**config.mk**
```make
export PLATFORM = sky130hd
export DESIGN_NAME = uart_tx_sched
export DESIGN_NICKNAME = d
export VERILOG_FILES = /design/src/rtl/uart_pkg.sv /design/src/rtl/uart_rr_pick.sv /design/src/rtl/uart_tx_sched.sv
export SDC_FILE = /design/constraint.sdc
export NUM_CORES = 1
export LEC_CHECK = 0
export BUFFER_PORTS_ARGS = -buffer_cell sky130_fd_sc_hd__buf_2
export CELL_PAD_IN_SITES_DETAIL_PLACEMENT = 0
export CELL_PAD_IN_SITES_GLOBAL_PLACEMENT = 1
export CORE_MARGIN = 5
export CORE_UTILIZATION = 31
export CTS_CLUSTER_DIAMETER = 60
export DETAILED_ROUTE_END_ITERATION = 10
export MAX_ROUTING_LAYER = met4
export PLACE_DENSITY_LB_ADDON = 0.2
export SETUP_SLACK_MARGIN = 0.5
export SYNTH_ARGS = -nofsm -noshare
export SYNTH_HDL_FRONTEND = slang
export SYNTH_HIERARCHICAL = 1
export SYNTH_SLANG_ARGS = --single-unit
```
**constraint.sdc**
```tcl
create_clock -name tx_clk -period 3.6 [get_ports tx_clk]
set_clock_uncertainty 0.1 [all_clocks]
set_input_delay 0.36 -clock tx_clk [delete_from_list [all_inputs] [get_ports tx_clk]]
set_output_delay 0.36 -clock tx_clk [all_outputs]
set_load 0.1 [all_outputs]
```
**src/rtl/uart_pkg.sv**
```systemverilog
// Shared types and constants for the uart_tx_sched slice.
//   sched_state_t : scheduler FSM states
//   UART_MIN_LEN / UART_MAX_LEN : legal data-bit range of a uart_tx frame
//   uart_len_ok() : true when a requested frame length is legal
package uart_pkg;

  typedef enum logic [1:0] {
    IDLE   = 2'd0,
    LAUNCH = 2'd1,
    WAIT   = 2'd2
  } sched_state_t;

  localparam logic [3:0] UART_MIN_LEN = 4'd5;
  localparam logic [3:0] UART_MAX_LEN = 4'd8;

  function automatic logic uart_len_ok(input logic [3:0] len);
    return (len >= UART_MIN_LEN) && (len <= UART_MAX_LEN);
  endfunction

endpackage

```
**src/rtl/uart_rr_pick.sv**
```systemverilog
// Combinational round-robin picker.
//   req        : request vector
//   ptr        : highest-priority index this cycle
//   win_onehot : one-hot winner (first set bit at or after ptr, wrapping)
//   win_idx    : binary index of the winner
//   valid      : at least one request present
module uart_rr_pick #(
  parameter int unsigned NUM_REQ = 4,
  parameter int unsigned IDX_W   = $clog2(NUM_REQ)
) (
  input  logic [NUM_REQ-1:0] req,
  input  logic [IDX_W-1:0]   ptr,
  output logic [NUM_REQ-1:0] win_onehot,
  output logic [IDX_W-1:0]   win_idx,
  output logic               valid
);

  int unsigned pos;

  always_comb begin
    win_onehot = '0;
    win_idx    = '0;
    valid      = 1'b0;
    pos        = 0;
    for (int unsigned k = 0; k < NUM_REQ; k++) begin
      pos = (32'(ptr) + k) % NUM_REQ;
      if (!valid && req[pos]) begin
        valid           = 1'b1;
        win_idx         = IDX_W'(pos);
        win_onehot[pos] = 1'b1;
      end
    end
  end

endmodule

```
**src/rtl/uart_tx_sched.sv**
```systemverilog
// Round-robin scheduler sharing one uart_tx between NUM_REQ requesters.
// Optional feature macro: UART_TX_SCHED_TIMEOUT_EN (WAIT-state watchdog).
// Ports:
//   tx_clk, rst          : clock and synchronous active-high reset
//   req / req_*          : per-requester request level, byte and frame format
//   gnt                  : combinational one-hot grant (IDLE only)
//   frame_done, cfg_err  : one-hot completion / illegal-length pulses
//   timeout_err          : watchdog abort pulse (0 without the macro)
//   busy                 : high in LAUNCH and WAIT
//   ut_*                 : registered drive of the uart_tx inputs
//   ut_done              : uart_tx.tx_done
module uart_tx_sched
  import uart_pkg::*;
#(
  parameter int unsigned NUM_REQ        = 4,
  parameter int unsigned TIMEOUT_CYCLES = 32
) (
  input  logic                 tx_clk,
  input  logic                 rst,
  input  logic [NUM_REQ-1:0]   req,
  input  logic [NUM_REQ*8-1:0] req_data,
  input  logic [NUM_REQ*4-1:0] req_length,
  input  logic [NUM_REQ-1:0]   req_parity_en,
  input  logic [NUM_REQ-1:0]   req_parity_type,
  output logic [NUM_REQ-1:0]   gnt,
  output logic [NUM_REQ-1:0]   frame_done,
  output logic [NUM_REQ-1:0]   cfg_err,
  output logic                 timeout_err,
  output logic                 busy,
  output logic                 ut_start,
  output logic [7:0]           ut_data,
  output logic [3:0]           ut_length,
  output logic                 ut_parity_en,
  output logic                 ut_parity_type,
  input  logic                 ut_done
);

  localparam int unsigned IDX_W = $clog2(NUM_REQ);

  sched_state_t       state;
  logic [IDX_W-1:0]   ptr;
  logic [IDX_W-1:0]   win_q;

  logic [NUM_REQ-1:0] pick_onehot;
  logic [IDX_W-1:0]   pick_idx;
  logic               pick_valid;

  logic [7:0]         sel_data;
  logic [3:0]         sel_len;
  logic               sel_pe;
  logic               sel_pt;

  function automatic logic [IDX_W-1:0] wrap_inc(input logic [IDX_W-1:0] i);
    if (32'(i) == NUM_REQ - 1) return '0;
    else                       return i + IDX_W'(1);
  endfunction

  uart_rr_pick #(
    .NUM_REQ (NUM_REQ),
    .IDX_W   (IDX_W)
  ) u_pick (
    .req        (req),
    .ptr        (ptr),
    .win_onehot (pick_onehot),
    .win_idx    (pick_idx),
    .valid      (pick_valid)
  );

  // Route the winner's request fields to the latch inputs.
  always_comb begin
    sel_data = '0;
    sel_len  = '0;
    sel_pe   = 1'b0;
    sel_pt   = 1'b0;
    for (int unsigned i = 0; i < NUM_REQ; i++) begin
      if (pick_onehot[i]) begin
        sel_data = req_data[8*i +: 8];
        sel_len  = req_length[4*i +: 4];
        sel_pe   = req_parity_en[i];
        sel_pt   = req_parity_type[i];
      end
    end
  end

  // Grant is combinational; masked during reset so it reads 0 there.
  assign gnt  = (state == IDLE && !rst) ? pick_onehot : '0;
  assign busy = (state != IDLE);

`ifdef UART_TX_SCHED_TIMEOUT_EN
  localparam int unsigned CNT_W = $clog2(TIMEOUT_CYCLES + 1);
  logic [CNT_W-1:0] wait_cnt;
  logic             timeout_q;
  assign timeout_err = timeout_q;
`else
  // TIMEOUT_CYCLES is only meaningful with the watchdog built in.
  logic timeout_unused;
  assign timeout_unused = (TIMEOUT_CYCLES == 0);
  assign timeout_err    = 1'b0;
`endif

  always_ff @(posedge tx_clk) begin
    if (rst) begin
      state          <= IDLE;
      ptr            <= '0;
      win_q          <= '0;
      ut_start       <= 1'b0;
      ut_data        <= '0;
      ut_length      <= '0;
      ut_parity_en   <= 1'b0;
      ut_parity_type <= 1'b0;
      frame_done     <= '0;
      cfg_err        <= '0;
`ifdef UART_TX_SCHED_TIMEOUT_EN
      wait_cnt       <= '0;
      timeout_q      <= 1'b0;
`endif
    end else begin
      ut_start   <= 1'b0;
      frame_done <= '0;
      cfg_err    <= '0;
`ifdef UART_TX_SCHED_TIMEOUT_EN
      timeout_q  <= 1'b0;
`endif
      case (state)
        IDLE: begin
          if (pick_valid) begin
            win_q <= pick_idx;
            if (uart_len_ok(sel_len)) begin
              ut_data        <= sel_data;
              ut_length      <= sel_len;
              ut_parity_en   <= sel_pe;
              ut_parity_type <= sel_pt;
              ut_start       <= 1'b1;
              state          <= LAUNCH;
            end else begin
              cfg_err <= pick_onehot;
              ptr     <= wrap_inc(pick_idx);
            end
          end
        end
        LAUNCH: begin
          state <= WAIT;
`ifdef UART_TX_SCHED_TIMEOUT_EN
          wait_cnt <= '0;
`endif
        end
        WAIT: begin
          if (ut_done) begin
            frame_done <= NUM_REQ'(1) << win_q;
            ptr        <= wrap_inc(win_q);
            state      <= IDLE;
          end
`ifdef UART_TX_SCHED_TIMEOUT_EN
          else if (wait_cnt == CNT_W'(TIMEOUT_CYCLES - 1)) begin
            timeout_q <= 1'b1;
            ptr       <= wrap_inc(win_q);
            state     <= IDLE;
          end else begin
            wait_cnt <= wait_cnt + CNT_W'(1);
          end
`endif
        end
        default: state <= IDLE;
      endcase
    end
  end

endmodule
```
==> impl_metrics.env, run 1 <==
export IMPL_synth_flop_cell="dfxtp_1"
export IMPL_gp_congestion=0.825
export IMPL_overflow=0
export IMPL_gr_usage_all_layers_pct=17.9
export IMPL_synth_mux_area_share_pct=6.54
export IMPL_setup_tns_final_ns=0
export IMPL_timing_final_ws_setup_ns=0.118
export IMPL_tightest_slew_ns=0.491
export IMPL_place_ws_ns=-0.0814
export IMPL_dr_pass1_iters=4
export IMPL_grt_pass1_vias=2595
export IMPL_synth_seq_cells=29
export IMPL_path_buf_inv=3
export IMPL_grt_use_met2_pct=28.4
export IMPL_ios=92
export IMPL_drive_above_1_share_pct=51.3
export IMPL_cts_sinks=29
export IMPL_insertion_delay_ns=0.28
export IMPL_synth_compound_area_share_pct=28.2
export IMPL_synth_edf_count=0
export IMPL_hold_buffers=0
export IMPL_hp_class="flop to flop"
export IMPL_num_rows=31
export IMPL_ant_nets=0
export IMPL_yosys_warnings=6
export IMPL_cts_tree="yes"
export IMPL_syn_avg_cell_area_um2=7.93
export IMPL_worstPathMaxFanout=7
export IMPL_avgRoutedWirePerCell_um=16.0
export IMPL_status="complete, no violations"
export IMPL_via_count=2709
export IMPL_grt_use_met1_pct=24.0
export IMPL_synth_area_mm2=0.00228
export IMPL_finalHoldViolations=0
export IMPL_crit_chain="inv_4 > ha_4 > mux4_2 > nor4b_4 > buf_4 > a22oi_2 > o21ai_4 > a211oi_2 > a221o_1 > nand2b_4 > or2_4 > buf_6 > a21oi_2 > or3_1"
export IMPL_synth_top_area_share_pct=25.5
export IMPL_die_h_um=95.7
export IMPL_grt_setup_unrepaired="yes"
export IMPL_synthXorXnorAreaFrac_pct=0
export IMPL_area_delta_synth_final_pct=67.1
export IMPL_wirelength_um=8300
export IMPL_antenna_found_initial=0
export IMPL_syn_inst=287
export IMPL_drc_errors=0
export IMPL_busiest_layer="met2"
export IMPL_drv_cap=0
export IMPL_viasPerCell=5.21
export IMPL_startpoint="ptr[0]"
export IMPL_grt_start_max_net_pins=31
export IMPL_cts_buffers_inserted=5
export IMPL_start_kind="flop"
export IMPL_initial_utilization_pct=31.6
export IMPL_critPathKind="flop to flop"
export IMPL_clock_fmax_ghz=0.287
export IMPL_ys_seq_area_share_pct=25.5
export IMPL_worstHoldStart="ut_length[3]"
export IMPL_dieArea_mm2=0.00916
export IMPL_clkTransAtPathRegs_ns=0.07
export IMPL_grt_first_pass_wirelength_um=12500
export IMPL_core_area_mm2=0.00721
export IMPL_cts_root_buf="clkbuf_8"
export IMPL_synth_top_area_cell="dfxtp_1"
export IMPL_hpwlAfterDp_um=5940
export IMPL_grtUsageMet3_pct=2.35
export IMPL_synth_nets=357
export IMPL_cts_max_level=2
export IMPL_period_share_pct=96.7
export IMPL_cp_end_kind="flop"
export IMPL_synthTopCellsByArea="dfxtp_1 (25%), a221oi_1 (4.2%), a21oi_1 (4.2%)"
export IMPL_cp_top_family="simple AND/OR/NAND/NOR gates"
export IMPL_drtIter0Drc=92
export IMPL_worst_path_max_delay_cell="a221o_1"
export IMPL_async_flop_share_pct=0
export IMPL_finish_utilization_pct=52.7
export IMPL_r2r_start="ptr[0]"
export IMPL_die_w_um=95.7
export IMPL_synth_top_family_by_area="simple AND/OR/NAND/NOR gates"
export IMPL_max_slew_margin_pct=67.0
export IMPL_worstPathArrival_ns=3.55
export IMPL_io_buffers=90
export IMPL_nNetsFinal=490
export IMPL_cp_data_required_time_ns=3.66
export IMPL_drv_slew=0
export IMPL_yosys_area_share_simple_pct=29.7
export IMPL_yosysUniqueCellTypes=52
export IMPL_cpPeakStageDelay_ns=0.41
export IMPL_fin_crit_ns=3.48
export IMPL_cts_max_path_buffers=2
export IMPL_antenna_cells=0
export IMPL_finalSetupViolations=0
export IMPL_num_fill_cells=718
export IMPL_yosys_area_share_adder_pct=3.85
-- synthesized netlist by cell type (5+ instances only) --
master	instances
a2111oi_0	5
a211oi_1	11
a21oi_1	19
a221oi_1	11
a22oi_1	8
and2_1	9
clkbuf_1	15
dfxtp_1	29
ha_1	7
inv_1	5
nand2_1	21
nand2b_1	14
nor2_1	22
nor2b_1	14
nor3_1	10
o21ai_0	8
o31ai_1	7
or3_1	13
-- metrics by stage --
stage	instance area (um2)	hold slack (ns)	cells
global placement	3190	0.346	486
detailed placement	3190	0.348	486
CTS	3620	0.358	513
global route	3800	0.374	520
finish	3800	0.353	520
floorplan	2450	0.373	287
-- cells by family (layout without fill, tap and decap cells) --
group,Yosys count,in the layout
simple gates,123,124
buf+inv,30,162
other cells,1,1
fa+ha+maj,7,7
mux,9,9
compound gates,88,89
flops,29,29
-- sequential cells by signal, indices dropped and copies added, names as in the netlist --
name            flops
ut_parity_en        1
ut_length           4
frame_done          4
win_q               2
state               2
cfg_err             4
ptr                 2
ut_data             8
ut_parity_type      1
ut_start            1
-- routing by layer --
layer,wire [um],up-vias
met4,44,0
met1,3750,1272
met2,4110,86
met5,0,-
met3,389,2
li1,-,1349
-- layout by cell type (no fill, tap or decap), types with 3 or more instances in the layout --
master	n
buf_2	86
buf_4	42
dfxtp_1	27
nor2_1	22
nand2_1	21
a21oi_1	14
nor2b_1	13
buf_6	13
nand2b_1	12
or3_1	12
a221oi_1	10
a211oi_1	10
nor3_1	8
o31ai_1	7
clkbuf_8	7
and2_1	6
ha_1	6
o22ai_4	5
a2111oi_4	5
a21oi_2	5
a22oi_2	5
o21ai_0	4
buf_12	4
inv_2	3
and2_4	3
or2_4	3
nand3_1	3
inv_1	3
mux2i_1	3
a31oi_1	3
mux4_2	3
a22oi_1	3
-- worst paths after layout --
kind	endpoint	slack, ns	depth (start not counted)
hold reg to reg	ut_length[3]	0.35	2
hold / removal	ut_length[3]	0.35	2
setup reg to reg	ut_parity_en	0.12	14
setup / recovery	ut_parity_en	0.12	14
-- worst min-delay path: stages (launching register included) --
cell and delay, ns:
dfxtp_1 0.31, nand2_1 0.05, a21oi_1 0.05
-- what timing repair did --
item	4_1_cts	5_1_grt
setup endpoints to repair	25	26
gates cloned	2	0
resized for setup	39	25
buffers inserted	17	7
pin swaps	16	27
-- cell type report --
| type | count | area, um2 | share of cell area, % |
|---|---|---|---|
| Multi-Input combinational cell | 230 | 1970 | 51.7 |
| Timing Repair Buffer | 146 | 987 | 25.9 |
| Sequential cell | 29 | 588 | 15.5 |
| Tap cell | 99 | 124 | 3.26 |
| Clock buffer | 7 | 96.3 | 2.53 |
| Inverter | 8 | 37.5 | 0.987 |
| Clock inverter | 1 | 5.00 | 0.132 |
Power of run 1 is not shown: default switching activity piles up to over one toggle a cycle in this logic, so the estimate is an artifact.
==> run 2: changes to the inputs <==
--- a/config.mk
+++ b/config.mk
@@ -14,6 +14,7 @@
 export DETAILED_ROUTE_END_ITERATION = 10
 export MAX_ROUTING_LAYER = met4
 export PLACE_DENSITY_LB_ADDON = 0.2
+export REMOVE_ABC_BUFFERS = 1
 export SETUP_SLACK_MARGIN = 0.5
 export SYNTH_ARGS = -nofsm -noshare
 export SYNTH_HDL_FRONTEND = slang
==> impl_metrics.env, run 2 (synthesis results as in run 1) <==
export IMPL_num_rows=31
export IMPL_cts_max_path_buffers=2
export IMPL_final_cell_mix="buf_2 (86), buf_4 (43), dfxtp_1 (27)"
export IMPL_power_mw=4.73
export IMPL_grt_use_met2_pct=30.3
export IMPL_drv_cap=0
export IMPL_busiest_layer="met2"
export IMPL_vdd_drop_max_mv=0.588
export IMPL_cts_root_buf="clkbuf_8"
export IMPL_wirelength_um=8630
export IMPL_dr_pass1_iters=4
export IMPL_grt_start_max_net_pins=32
export IMPL_max_slew_margin_pct=55.7
export IMPL_io_buffers=90
export IMPL_largest_register_ffs=8
export IMPL_cts_sinks=29
export IMPL_ios=92
export IMPL_tightest_slew_ns=0.664
export IMPL_cellPowerDensity_mw_per_mm2=1230
export IMPL_hold_buffers=0
export IMPL_timing_final_ws_setup_ns=0.0883
export IMPL_die_h_um=95.7
export IMPL_final_common_cell="buf_2"
export IMPL_drc_errors=0
export IMPL_avgRoutedWirePerCell_um=16.3
export IMPL_cp_data_required_time_ns=3.67
export IMPL_nNetsFinal=498
export IMPL_antenna_found_initial=0
export IMPL_grt_setup_unrepaired="yes"
export IMPL_cts_buffers_inserted=5
export IMPL_cpPeakStageDelay_ns=0.56
export IMPL_top_register="ut_data"
export IMPL_antenna_cells=0
export IMPL_clock_fmax_ghz=0.285
export IMPL_period_share_pct=97.5
export IMPL_grtUsageMet3_pct=2.03
export IMPL_overflow=0
export IMPL_status="complete, no violations"
export IMPL_area_delta_synth_final_pct=69.0
export IMPL_hpwlAfterDp_um=6090
export IMPL_drtIter0Drc=133
export IMPL_via_count=2711
export IMPL_num_fill_cells=713
export IMPL_cp_end_kind="flop"
export IMPL_start_kind="flop"
export IMPL_p_leak_nw=1.64
export IMPL_worst_path_max_delay_cell="mux4_2"
export IMPL_grt_first_pass_wirelength_um=12900
export IMPL_whs_ns=0.368
export IMPL_clkTransAtPathRegs_ns=0.07
export IMPL_cpMostUsedCell="buf_6"
export IMPL_drv_slew=0
export IMPL_gr_usage_all_layers_pct=18.7
export IMPL_cts_max_level=2
export IMPL_ant_nets=0
export IMPL_initial_utilization_pct=31.6
export IMPL_insertion_delay_ns=0.29
export IMPL_die_w_um=95.7
export IMPL_dieArea_mm2=0.00916
export IMPL_hp_class="flop to flop"
export IMPL_crit_chain="buf_6 > mux4_2 > nor4b_4 > buf_4 > a22oi_2 > o21ai_2 > and3b_2 > o221ai_4 > buf_6 > or2_4 > o22ai_4 > buf_6 > nor2_1 > or3_1"
export IMPL_finalSetupViolations=0
export IMPL_gp_congestion=0.878
export IMPL_setup_tns_final_ns=0
export IMPL_cts_tree="yes"
export IMPL_grt_pass1_vias=2591
export IMPL_worstPathMaxFanout=7
export IMPL_fin_crit_ns=3.51
export IMPL_viasPerCell=5.13
export IMPL_finalHoldViolations=0
export IMPL_grt_use_met1_pct=23.8
export IMPL_critPathKind="flop to flop"
export IMPL_place_ws_ns=-0.163
export IMPL_worstPathArrival_ns=3.58
export IMPL_multi_input_comb_area_mm2=0.00190
export IMPL_core_area_mm2=0.00721
export IMPL_drive_above_1_share_pct=54.5
export IMPL_finish_utilization_pct=53.3
export IMPL_regArea_um2=583
run 2: path summary, 6_finish.rpt:
check | start | to | slack, ns | cells after the start
hold reg to reg | ut_length[0] | ut_length[0] | 0.37 | 2
hold / removal | ut_length[0] | ut_length[0] | 0.37 | 2
setup reg to reg | ptr[0] | ut_data[1] | 0.09 | 14
setup / recovery | ptr[0] | ut_data[1] | 0.09 | 14
run 2: layer usage:
layer  share of wire, %  vias up
met5                  0        -
met4                2.7        0
met3                3.3       16
met2                 50       71
met1                 44     1272
li1                   -     1352
run 2: cell type report:
class | count | share of cell area, %
Multi-Input combinational cell | 228 | 49.5
Timing Repair Buffer | 156 | 28.7
Sequential cell | 29 | 15.2
Tap cell | 99 | 3.22
Clock buffer | 7 | 2.50
Inverter | 8 | 0.813
Clock inverter | 1 | 0.130
run 2: report_power, final:
| part | internal (mW) | switching [mW] |
|---|---|---|
| Combinational | 1.78 | 2.18 |
| Sequential | 0.402 | 0.0523 |
| Clock | 0.173 | 0.142 |
run 2: worst max-delay path: cells and delay by family (launching register included):
kind                   cells  cell delay [ns]
AO/OA/AOI/OAI              4             0.45
buffers and inverters      4             0.63
flip-flops                 1             0.36
multiplexers               1             0.56
AND/OR/NAND/NOR            5             1.30
run 2: through the flow:
stage	std cells	cell area (um2)
2_1_floorplan	265	2170
3_3_place_gp	496	3120
3_5_place_dp	496	3120
4_1_cts	523	3670
5_1_grt	528	3850
6_report	528	3850
run 2: repair_timing:
action,in CTS,in global routing
setup endpoints to repair,26,26
pin swaps,24,18
resized for setup,69,31
setup buffers,19,5
(Power assumes the default switching activity.)
